===== config.mk =====
export PLATFORM = sky130hd
export DESIGN_NAME = i2s_ws_gen_tdm
export DESIGN_NICKNAME = d
export VERILOG_FILES = /design/src/rtl/i2s_ws_gen_tdm.sv
export SDC_FILE = /design/constraint.sdc
export NUM_CORES = 1
export LEC_CHECK = 0
export BUFFER_PORTS_ARGS = -buffer_cell sky130_fd_sc_hd__buf_2
export CAP_MARGIN = 10
export CORE_MARGIN = 5
export CORE_UTILIZATION = 50
export CTS_CLUSTER_SIZE = 12
export DETAILED_ROUTE_END_ITERATION = 10
export PLACE_DENSITY = 0.71
export SLEW_MARGIN = 20
export SYNTH_ARGS = -nofsm -noshare
export SYNTH_HDL_FRONTEND = slang
export SYNTH_SLANG_ARGS = --single-unit

===== constraint.sdc =====
create_clock -name sck_i -period 2.5 [get_ports sck_i]
set_clock_uncertainty 0.2 [all_clocks]
set_input_delay 0.25 -clock sck_i [delete_from_list [all_inputs] [get_ports sck_i]]
set_output_delay 0.25 -clock sck_i [all_outputs]
set_load 0.005 [all_outputs]

===== src/rtl/i2s_ws_gen_tdm.sv =====
// i2s_ws_gen_tdm: word-select / frame-sync generator for the I2S master path.
// Framing: standard I2S, left-justified and DSP/TDM pulse. Slot width and
// slot count are shadowed at frame boundaries, and disabling the generator
// lets the current frame finish before it stops.
// Optional feature macro: I2S_WS_GEN_POL_EN adds cfg_ws_inv_i, which inverts
// ws_o and sets its idle level.
module i2s_ws_gen_tdm #(
  parameter int CNT_W  = 5,
  parameter int SLOT_W = 3
) (
  input  logic              sck_i,
  input  logic              rstn_i,
  input  logic              cfg_en_i,
  input  logic [1:0]        cfg_mode_i,
  input  logic [CNT_W-1:0]  cfg_slot_size_i,
  input  logic [SLOT_W-1:0] cfg_slot_num_i,
`ifdef I2S_WS_GEN_POL_EN
  input  logic              cfg_ws_inv_i,
`endif
  output logic              ws_o,
  output logic              slot_start_o,
  output logic              frame_start_o,
  output logic [SLOT_W-1:0] slot_idx_o,
  output logic              half_o,
  output logic              busy_o
);

  typedef enum logic {
    IDLE = 1'b0,
    RUN  = 1'b1
  } state_t;

  localparam logic [1:0]        MODE_LJ   = 2'b01;
  localparam logic [1:0]        MODE_DSP  = 2'b10;
  localparam logic [CNT_W-1:0]  BIT_ZERO  = {CNT_W{1'b0}};
  localparam logic [CNT_W-1:0]  BIT_ONE   = {{(CNT_W-1){1'b0}}, 1'b1};
  localparam logic [SLOT_W-1:0] SLOT_ZERO = {SLOT_W{1'b0}};
  localparam logic [SLOT_W-1:0] SLOT_ONE  = {{(SLOT_W-1){1'b0}}, 1'b1};

  state_t              state_r;
  logic [CNT_W-1:0]    bit_cnt_r;
  logic [SLOT_W-1:0]   slot_cnt_r;
  logic                half_r;
  logic [1:0]          mode_r;
  logic [CNT_W-1:0]    size_r;
  logic [SLOT_W-1:0]   num_r;
  logic                inv_r;
  logic                ws_raw_r;
  logic                ws_r;

  logic                run_s;
  logic                is_dsp_s;
  logic                last_bit_s;
  logic                last_slot_s;
  logic                frame_end_s;
  logic                inv_nxt_s;
  logic                ws_raw_nxt_s;

`ifdef I2S_WS_GEN_POL_EN
  assign inv_nxt_s = cfg_ws_inv_i;
`else
  assign inv_nxt_s = 1'b0;
`endif

  // Decode counter positions against the shadowed frame geometry.
  always_comb begin
    run_s       = (state_r == RUN);
    is_dsp_s    = (mode_r == MODE_DSP);
    last_bit_s  = (bit_cnt_r == size_r);
    last_slot_s = last_bit_s && (slot_cnt_r == num_r);
    frame_end_s = run_s && last_slot_s && (is_dsp_s || half_r);
  end

  // Bit/slot/half counters and the IDLE/RUN state with config shadowing.
  always_ff @(posedge sck_i or negedge rstn_i) begin
    if (!rstn_i) begin
      state_r    <= IDLE;
      bit_cnt_r  <= BIT_ZERO;
      slot_cnt_r <= SLOT_ZERO;
      half_r     <= 1'b0;
      mode_r     <= 2'b00;
      size_r     <= BIT_ZERO;
      num_r      <= SLOT_ZERO;
      inv_r      <= 1'b0;
    end else begin
      case (state_r)
        IDLE: begin
          bit_cnt_r  <= BIT_ZERO;
          slot_cnt_r <= SLOT_ZERO;
          half_r     <= 1'b0;
          inv_r      <= inv_nxt_s;
          if (cfg_en_i) begin
            mode_r  <= cfg_mode_i;
            size_r  <= cfg_slot_size_i;
            num_r   <= cfg_slot_num_i;
            state_r <= RUN;
          end else begin
            state_r <= IDLE;
          end
        end
        RUN: begin
          if (frame_end_s) begin
            // Frame boundary: either pick up new config or stop cleanly.
            bit_cnt_r  <= BIT_ZERO;
            slot_cnt_r <= SLOT_ZERO;
            half_r     <= 1'b0;
            if (cfg_en_i) begin
              mode_r <= cfg_mode_i;
              size_r <= cfg_slot_size_i;
              num_r  <= cfg_slot_num_i;
              inv_r  <= inv_nxt_s;
            end else begin
              state_r <= IDLE;
            end
          end else if (!last_bit_s) begin
            bit_cnt_r <= bit_cnt_r + BIT_ONE;
          end else begin
            bit_cnt_r <= BIT_ZERO;
            if (!last_slot_s) begin
              slot_cnt_r <= slot_cnt_r + SLOT_ONE;
            end else begin
              // Half boundary inside a frame (I2S/LJ only reach here).
              slot_cnt_r <= SLOT_ZERO;
              half_r     <= is_dsp_s ? 1'b0 : ~half_r;
            end
          end
        end
        default: begin
          state_r <= IDLE;
        end
      endcase
    end
  end

  // Next word-select level in the un-inverted domain, per framing mode.
  always_comb begin
    ws_raw_nxt_s = 1'b0;
    if (!run_s) begin
      ws_raw_nxt_s = 1'b0;
    end else begin
      case (mode_r)
        MODE_DSP: ws_raw_nxt_s = last_slot_s && cfg_en_i;
        MODE_LJ:  ws_raw_nxt_s = half_r;
        default:  ws_raw_nxt_s = last_slot_s ? ~ws_raw_r : ws_raw_r;
      endcase
    end
  end

  // Word select launched on the falling edge so it leads the next MSB.
  always_ff @(negedge sck_i or negedge rstn_i) begin
    if (!rstn_i) begin
      ws_raw_r <= 1'b0;
      ws_r     <= 1'b0;
    end else begin
      ws_raw_r <= ws_raw_nxt_s;
      ws_r     <= ws_raw_nxt_s ^ inv_r;
    end
  end

  assign ws_o          = ws_r;
  assign busy_o        = run_s;
  assign slot_start_o  = run_s && (bit_cnt_r == BIT_ZERO);
  assign frame_start_o = run_s && (bit_cnt_r == BIT_ZERO) &&
                         (slot_cnt_r == SLOT_ZERO) && !half_r;
  assign slot_idx_o    = slot_cnt_r;
  assign half_o        = half_r;

endmodule


== Yosys cells after proc, flatten, opt, wreduce, memory -nomap -nowiden ==
Index checks and enable logic that the tools add are counted.

* Add/sub/neg operators: 2
* Equal/unequal tests: 8
* Muxes and demuxes: 30
* Bitwise gates (word level): 4
* Reductions and logical operators: 13

{| class="wikitable"
|+ Operators with widths
! kind !! number
|-
| $mux 5 || 4
|-
| $pmux 5 s2 || 2
|-
| $mux 3 || 5
|-
| $pmux 3 s2 || 2
|-
| $mux 1 || 10
|-
| $pmux 1 s2 || 4
|-
| $logic_and 1x1->1 || 7
|-
| $ne 3x1->1 const B || 2
|-
| $add 5x1->5 const B || 1
|-
| $eq 5x5->1 || 1
|-
| $logic_not 5->1 || 1
|-
| $mux 2 || 2
|-
| $pmux 2 s2 || 1
|-
| $reduce_and 2->1 || 2
|-
| $add 3x1->3 const B || 1
|-
| $eq 3x3->1 || 1
|-
| $logic_not 3->1 || 1
|-
| $not 1->1 || 3
|-
| $eq 2x1->1 const B || 1
|-
| $eq 2x2->1 const B || 1
|-
| $ne 2x1->1 const B || 1
|-
| $ne 2x2->1 const B || 1
|-
| $logic_not 1->1 || 1
|-
| $logic_or 1x1->1 || 1
|-
| $xor 1x1->1 || 1
|}

* Register bits after elaboration: 23
* Input port bits: 13
* Output and inout bits: 8
* Word-level logic and storage cells: 67

== Longest topological paths before layout ==
Gate-level depths: netlist of run 1.

* Depth after elaboration: 6
* Mapped depth: 7
* Gate-level depth less buffers: 6

==> impl_metrics.tcl, run 1 <==
set metrics [dict create \
    dpl_worst_slack_ns -0.5299 \
    routed_wl_um 4292 \
    timing_hold_violations_final 0 \
    io_pins 21 \
    drv_cap 0 \
    io_buffers 20 \
    start_kind "register" \
    grt_pass1_vias 1565 \
    rows 19 \
    vias 1530 \
    ys_seq_elements 21 \
    arrival_ns 1.95 \
    dr.pass1.iters 5 \
    synth_common_cells "23 x nand3_1, 20 x dfrtp_1, 12 x nor2_1, 12 x o31ai_1, 11 x and3_1" \
    r2r_setup_slack_ns -0.57 \
    synth_area_um2 1419 \
    end_kind "register" \
    syn_nets 182 \
    setup_violations 2 \
    die_w_um 63.27 \
    hold-path-cell-count 3 \
    slew_headroom_pct 52.45 \
    min_to "mode_r[1]" \
    avgSynthCellArea_um2 8.705 \
    yosys_warnings 0 \
    drc 0 \
    path_max_fanout 3 \
    layout.area.seq_um2 525.5 \
    yosys.area.top_type "dfrtp_1" \
    r2r-start "slot_idx_o[1]" \
    rr_endpoint "ws_o" \
    clk_path_buf_depth 2 \
    vias_per_cell 6.096 \
    drive_above_1_share_pct 30.00 \
    synth.area.top_cells "dfrtp_1 35%, nand3_1 8.1%, a222oi_1 7.1%" \
    area_growth_pct 35.10 \
    synth_edf_count 0 \
    fp.dieArea_um2 4003 \
    vdd_drop_max_mv 0.2937 \
    failed_checks "setup timing" \
    critPathKind "reg -> reg" \
    wl_per_cell_um 17.10 \
    clk_pin_slew_worst_paths_ns 0.13 \
    clock-sinks 21 \
    grt_pass1_wl_um 7203 \
    synth.distinct_cells 27 \
    core-area_um2 2734 \
    rsz0062_at_grt "yes" \
    first_iter_violations 135 \
    clk_latency_ns 0.32 \
    yosysSeqAreaShare_pct 37.04 \
    cts_buffers 3 \
    num_antenna_cells 0 \
    start_util_pct 51.90 \
    outcome "finished with violations" \
    grt_max_degree 21 \
    cts_tree "done" \
    async_flop_share_pct 100.0 \
    power_density_nw_per_um2 287.1 \
    antenna_found_initial 0 \
    required_ns 1.37 \
    h-tree-depth 1 \
    grt-ovfl-total 0 \
    finalNetCount 240 \
    ant_nets 0 \
    multiInputGateArea_um2 833.3 \
    p_leak_uw 0.0008773 \
    hold_class "in -> reg" \
    synthFlopType "dfrtp_1" \
    root_buffer "clkbuf_4" \
    hpwl_um 2998 \
    synth_top_area_share_pct 35.27 \
    dieHeight_um 63.27 \
    nFillCells 227 \
    reg2reg_depth 4 \
    min-delay-start "cfg_mode_i[1]" \
    worstMarginPinSlew_ns 0.7107 \
    gp_congestion 0.8184 \
    synth_cells 163 \
    report.final.slew_viol_count 0 \
    grtUsageTotal_pct 22.50 \
    synthMostInstantiatedCell "nand3_1" \
    tns_ns -0.6286 \
    setup_slack_ns -0.5727 \
]
==> worst max-delay path by stage <==
stage          cells after the start  slack, ns           from   end
5_1_grt                            4      -0.63  slot_idx_o[1]  ws_o
4_1_cts                            4      -0.55  slot_idx_o[1]  ws_o
3_3_place_gp                       4      -0.50       num_r[1]  ws_o
2_1_floorplan                      5      -0.63  slot_idx_o[1]  ws_o
3_5_place_dp                       4      -0.53  slot_idx_o[1]  ws_o
6_report                           4      -0.57  slot_idx_o[1]  ws_o
==> registers in the layout, summed over array words and instances, names as in the netlist <==
register    count
num_r           3
ws_o            1
bit_cnt_r       5
mode_r          2
half_o          1
busy_o          1
size_r          5
slot_idx_o      3
==> layer usage <==
layer  GRT usage, %  part of all wire [%]
met1          28.29                    42
met4          10.91                   2.1
met3          3.375                   6.7
met5              0                     0
met2          37.44                    49
==> per-stage QoR <==
| step | hold slack (ns) | utilization [%] | instances | total power, µW | cell area (µm²) |
|---|---|---|---|---|---|
| 2_1_floorplan | -0.2456 | - | 163 | 350.4 | 1419 |
| 3_3_place_gp | 0.05459 | 65.17 | 238 | 371.1 | 1782 |
| 3_5_place_dp | 0.06026 | 65.17 | 238 | 372.3 | 1782 |
| 4_1_cts | 0.001938 | 69.38 | 251 | 554.4 | 1897 |
| 5_1_grt | 0.02071 | 70.11 | 251 | 575.9 | 1917 |
| 6_report | 0.01418 | 70.11 | 251 | 550.4 | 1917 |
==> area by class of cell <==
class                   instances  area share [%]
multi-input cells             121           43.47
clock inverters                 1          0.2611
flip-flops and latches         21           27.42
well taps                      31           2.023
clock buffers                   3           1.175
inverters                       9           1.762
repair buffers                 65           23.89
==> power breakdown <==
group          switching, µW  internal [µW]
logic                   18.6           17.3
clock network            115           60.0
registers                  0            340
==> logic make-up after synthesis <==
| kind of cell | synth area share, % |
|---|---|
| AND/OR/NAND/NOR | 26.99 |
| AO/OA/AOI/OAI | 17.64 |
| buffers and inverters | 5.643 |
| flip-flops | 37.04 |
| XOR/XNOR | 7.407 |
| adder cells (fa/ha/maj) | 5.291 |
==> critical path, cell delays in order (launching register included) <==
cell and delay (ns):
dfrtp_1 0.42, xor2_1 0.16, or3_4 0.40, or4_4 0.43, a311oi_2 0.21
==> placed cells by master, fill, tap and decap left out <==
cell type	n
a21oi_1	3
a222oi_1	10
a311oi_1	1
a311oi_2	1
and2_1	10
and3_1	11
and4_1	1
buf_2	20
buf_4	37
clkbuf_4	3
clkinv_2	1
dfrtn_1	1
dfrtp_1	20
dlygate4sd3_1	8
ha_1	6
inv_1	9
nand2_1	3
nand3_1	23
nand4_1	4
nor2_1	12
nor3b_1	1
nor4_1	3
o211ai_1	1
o21ai_0	4
o31ai_1	11
o31ai_2	1
or2_2	1
or3_4	1
or4_4	1
xnor2_1	6
xor2_1	6
==> what timing repair did <==
| action | in CTS | in global routing |
|---|---|---|
| setup endpoints to repair | 2 | 2 |
| hold endpoints to repair | 27 | 0 |
| buffers inserted | 1 | 0 |
| hold buffers | 8 | 0 |
| resized for setup | 0 | 4 |
| cloned | 0 | 0 |
Power figures use the tool's default switching activity.
==> inputs of run 2 (changes only) <==
==> constraint.sdc (replaced) <==
create_clock -name sck_i -period 2.5 [get_ports sck_i]
set_clock_uncertainty 0.2 [all_clocks]
set_input_delay 0.5 -clock sck_i [delete_from_list [all_inputs] [get_ports sck_i]]
set_output_delay 0.5 -clock sck_i [all_outputs]
set_load 0.005 [all_outputs]
==> impl_metrics.tcl, run 2 (synthesis gave the netlist of run 1 again) <==
set metrics [dict create \
    crit_cells 4 \
    drive_above_1_share_pct 32.24 \
    core-area_um2 2734 \
    wl_met3_um 229 \
    wl_per_cell_um 16.75 \
    setup_slack_ns -0.5610 \
    critPathKind "reg -> reg" \
    vias 1484 \
    grtUsageTotal_pct 21.28 \
    cp.buffers_inverters 0 \
    rsz0062_at_grt "yes" \
    hold_slack_ns 0.2733 \
    p_leak_uw 0.0008760 \
    drv_cap 0 \
    area_growth_pct 31.92 \
    slowest_delay_ns 0.42 \
    cpMaxStageDelayCell "or4_4" \
    io_pins 21 \
    grt_pass1_wl_um 6913 \
    clk_path_buf_depth 2 \
    gp_congestion 0.8168 \
    grt_max_degree 21 \
    rows 19 \
    report.final.slew_viol_count 0 \
    fp.dieArea_um2 4003 \
    dieHeight_um 63.27 \
    grt-ovfl-total 0 \
    dr.pass1.iters 5 \
    drt-met1-wl_um 1834 \
    cts_tree "done" \
    rr_endpoint "ws_o" \
    cp-endpoint "ws_o" \
    hpwl_um 2996 \
    arrival_ns 1.91 \
    io_buffers 20 \
    antenna_found_initial 0 \
    power_density_nw_per_um2 280.7 \
    start_kind "register" \
    cp_top_family "simple AND/OR/NAND/NOR gates" \
    reg2reg_depth 4 \
    end_kind "register" \
    h-tree-depth 1 \
    clk_pin_slew_worst_paths_ns 0.12 \
    clock-sinks 21 \
    r2r_setup_slack_ns -0.56 \
    crit_chain "xor2_1, or3_4, or4_4, a311oi_2" \
    finalNetCount 234 \
    hold_class "in -> reg" \
    vias_per_cell 6.057 \
    root_buffer "clkbuf_4" \
    wl_met2_um 2001 \
    nFillCells 209 \
    clk_latency_ns 0.29 \
    final_cell_mix "38 x buf_4, 23 x nand3_1, 20 x dfrtp_1, 20 x buf_2" \
    start_util_pct 51.90 \
    setup_violations 2 \
    layout_commonest_cell "buf_4" \
    drc 0 \
    finalPower_uw 525.3 \
    num_antenna_cells 0 \
    worstSetupStartpoint "num_r[1]" \
    worstMarginPinSlew_ns 0.7564 \
    grt_pass1_vias 1473 \
    timing_hold_violations_final 0 \
    first_iter_violations 128 \
    top_layer_used "met4" \
    outcome "finished with violations" \
    path_max_fanout 3 \
    required_ns 1.35 \
    routed_wl_um 4104 \
    vdd_drop_max_mv 0.2294 \
    ant_nets 0 \
    cts_buffers 3 \
    failed_checks "setup timing" \
    slew_headroom_pct 49.39 \
    die_w_um 63.27 \
    r2r-start "num_r[1]" \
    largestRegisters "bit_cnt_r (5), size_r (5)" \
]
[run 2: cell count changes in the layout (fill, tap and decap cells not counted)]
cell / change
dlygate4sd3_1: -7
xnor2_1: -3
xnor2_2: +3
buf_4: +1
o31ai_1: +1
o31ai_2: -1
[run 2: worst min path at each step]
stage | start | end | slack, ns | depth (start not counted)
2_1_floorplan | rstn_i | bit_cnt_r[0] | 0.004 | 0
3_3_place_gp | rstn_i | busy_o | 0.30 | 2
3_5_place_dp | rstn_i | bit_cnt_r[3] | 0.31 | 2
4_1_cts | cfg_slot_num_i[2] | num_r[2] | 0.27 | 3
5_1_grt | cfg_mode_i[0] | mode_r[0] | 0.27 | 3
6_report | cfg_mode_i[1] | mode_r[1] | 0.27 | 3
[run 2: metrics by stage]
stage	setup TNS, ns	util [%]	setup slack [ns]	cells	cell area [µm²]
6_report	-0.8772	68.47	-0.5610	245	1872
5_1_grt	-1.022	68.47	-0.6683	245	1872
4_1_cts	-0.8673	66.82	-0.5505	244	1827
3_5_place_dp	-0.5399	65.17	-0.5399	238	1782
3_3_place_gp	-0.5040	65.17	-0.5040	238	1782
2_1_floorplan	-0.6293	-	-0.6293	163	1419
[run 2: what timing repair did]
item / 4_1_cts / 5_1_grt
buffers inserted: 1 / 1
hold buffers: 1 / 0
gates resized for setup: 0 / 6
endpoints found under the hold margin: 20 / 0
setup endpoints to repair: 2 / 2
cloned: 0 / 0
[run 2: report_power, final]
group,switching [µW],leakage (µW),internal (µW)
clock,99.7,0.0000177,59.4
sequential,0,0.000221,340
combinational,16.4,0.000637,10.2
[run 2: layout make-up]
| class | instances | area [µm²] | share of cell area (%) |
|---|---|---|---|
| clock buffer | 3 | 22.52 | 1.203 |
| clock inverter | 1 | 5.005 | 0.2674 |
| inverter | 9 | 33.78 | 1.805 |
| multi-input combinational | 121 | 850.8 | 45.45 |
| sequential | 21 | 525.5 | 28.07 |
| tap | 31 | 38.79 | 2.072 |
| timing repair buffer | 59 | 395.4 | 21.12 |
[run 2: routing by layer]
layer	GRT usage, %	vias up
li1	-	715
met3	3.020	4
met1	29.29	709
met2	34.49	56
met4	6.494	0
met5	0	-
[run 2: worst register-to-register path, delay by kind of cell, from the launching register on]
| kind | cells | cell delay, ns |
|---|---|---|
| AOI/OAI and AO/OA | 1 | 0.22 |
| xor gates and xnor gates | 1 | 0.18 |
| DFF | 1 | 0.41 |
| and+or+nand+nor | 2 | 0.82 |
==> inputs of run 3 (changes only) <==
Settings changed: CORE_ASPECT_RATIO from default to 1.2, RECOVER_POWER from default to 100.
==> impl_metrics.tcl, run 3 (synthesis gave the netlist of run 1 again) <==
set metrics [dict create \
    outcome "finished with violations" \
    failed_checks "setup timing" \
    fin_area_um2 1810 \
    vias_per_cell 6.197 \
    clk_latency_ns 0.31 \
    start_util_pct 51.43 \
    area_growth_pct 27.60 \
    critPathKind "reg -> reg" \
    largestRegisters "bit_cnt_r (5), size_r (5)" \
    rsz0062_at_grt "yes" \
    hpwl_um 2996 \
    rows 21 \
    p_seq_share_pct 63.5 \
    required_ns 1.37 \
    ant_nets 0 \
    cp_top_family "simple AND/OR/NAND/NOR gates" \
    io_pins 21 \
    p_sw_uw 125.9 \
    slowest_delay_ns 0.43 \
    slew_headroom_pct 26.24 \
    antenna_found_initial 0 \
    clk_pin_slew_worst_paths_ns 0.13 \
    first_iter_violations 89 \
    clk_path_buf_depth 2 \
    power_frac_comb_pct 5.0 \
    grtUsageTotal_pct 21.50 \
    p_leak_uw 0.0008066 \
    root_buffer "clkbuf_4" \
    finalNetCount 230 \
    drive_above_1_share_pct 26.19 \
    cts_buffers 3 \
    die_w_um 58.63 \
    clock-sinks 21 \
    p_sw_share_pct 23.55 \
    routed_wl_um 4093 \
    cp.buffers_inverters 0 \
    internal-power_uw 408.7 \
    core-area_um2 2759 \
    grt-ovfl-total 0 \
    dpl_worst_slack_ns -0.5789 \
    power_density_nw_per_um2 295.2 \
    multiInputGateArea_um2 843.3 \
    worstMarginPinSlew_ns 1.106 \
    p_clk_share_pct 31.5 \
    hold_class "in -> reg" \
    drv_cap 0 \
    start_kind "register" \
    vias 1512 \
    cpMaxStageDelayCell "or4_4" \
    grt_max_degree 21 \
    arrival_ns 1.94 \
    cts_tree "done" \
    h-tree-depth 1 \
    final_cell_mix "26 x buf_4, 23 x nand3_1, 20 x dfrtp_1, 19 x buf_2" \
    setup_slack_ns -0.5689 \
    end_kind "register" \
    num_antenna_cells 0 \
    vdd_drop_max_mv 0.3693 \
    dieHeight_um 68.36 \
    crit_chain "xor2_1, or3_4, or4_4, a311oi_2" \
    io_buffers 20 \
    layout_commonest_cell "buf_4" \
    timing_hold_violations_final 0 \
    grt_pass1_wl_um 6651 \
    fp.dieArea_um2 4008 \
    path_max_fanout 4 \
    wl_per_cell_um 16.77 \
    grt_pass1_vias 1463 \
    dr.pass1.iters 5 \
    placed_cell_area_um2 1763 \
    gp_congestion 0.8415 \
    layout.area.seq_um2 525.5 \
    nFillCells 245 \
    hold_slack_ns 0.2469 \
    drc 0 \
    report.final.slew_viol_count 0 \
    setup_violations 3 \
]
[run 3: cell types whose count changed in the layout (fill, tap and decap cells not counted)]
| cell | previous run | this run |
|---|---|---|
| buf_4 | 38 | 26 |
| clkbuf_1 | 0 | 8 |
| xnor2_1 | 3 | 6 |
| xnor2_2 | 3 | 0 |
| buf_2 | 20 | 19 |
| clkbuf_4 | 3 | 4 |
| nor4_1 | 3 | 2 |
| nor4_4 | 0 | 1 |
[run 3: per-stage QoR]
step           power [µW]  TNS, ns  cells  utilization (%)
6_report            534.5  -0.8623    244            65.62
5_1_grt             564.6   -1.181    244            65.62
4_1_cts             537.5  -0.8786    243            65.44
3_5_place_dp        372.1  -0.5789    238            63.90
3_3_place_gp        371.1  -0.5178    238            63.90
2_1_floorplan       350.4  -0.6293    163                -
[run 3: timing repair]
action	in CTS	in global routing
pin swaps	1	0
hold buffers	1	0
hold endpoints to repair	20	0
endpoints found under the setup margin	2	3
gates resized for setup	1	4
setup buffers	0	1
[run 3: layout make-up]
cell class	count	area share (%)
Tap cell	34	2.350
Clock buffer	3	1.244
Sequential cell	21	29.03
Timing Repair Buffer	55	18.66
Multi-Input combinational cell	121	46.58
Clock inverter	1	0.2764
Inverter	9	1.866
[run 3: metal layers]
metal,track usage (%),part of all wire [%]
met4,9.632,2.2
met2,37.85,50
met5,0,0
met1,25.78,40
met3,3.208,7.7
[run 3: power groups by stage]
stage	clock [µW]	combinational (µW)	sequential, µW
6_report	168	26.6	340
5_1_grt	195	29.3	340
4_1_cts	171	27.3	340
3_5_place_dp	0	26.0	346
3_3_place_gp	0	24.9	346
2_1_floorplan	0	4.11	346
[run 3: tightest hold or removal path, stage by stage]
cell      delay, ns
buf_2          0.09
a222oi_1       0.06
nand3_1        0.08
[run 3: worst paths after layout]
path	slack, ns	end	from	cells after the start
worst min-delay path	0.25	num_r[1]	cfg_slot_num_i[1]	3
worst max-delay path	-0.57	ws_o	num_r[1]	4
max in group asynchronous	0.49	ws_o	rstn_i	2
worst min register to register	0.38	bit_cnt_r[0]	bit_cnt_r[0]	2
min in group asynchronous	0.86	mode_r[1]	rstn_i	3
worst max register to register	-0.57	ws_o	num_r[1]	4
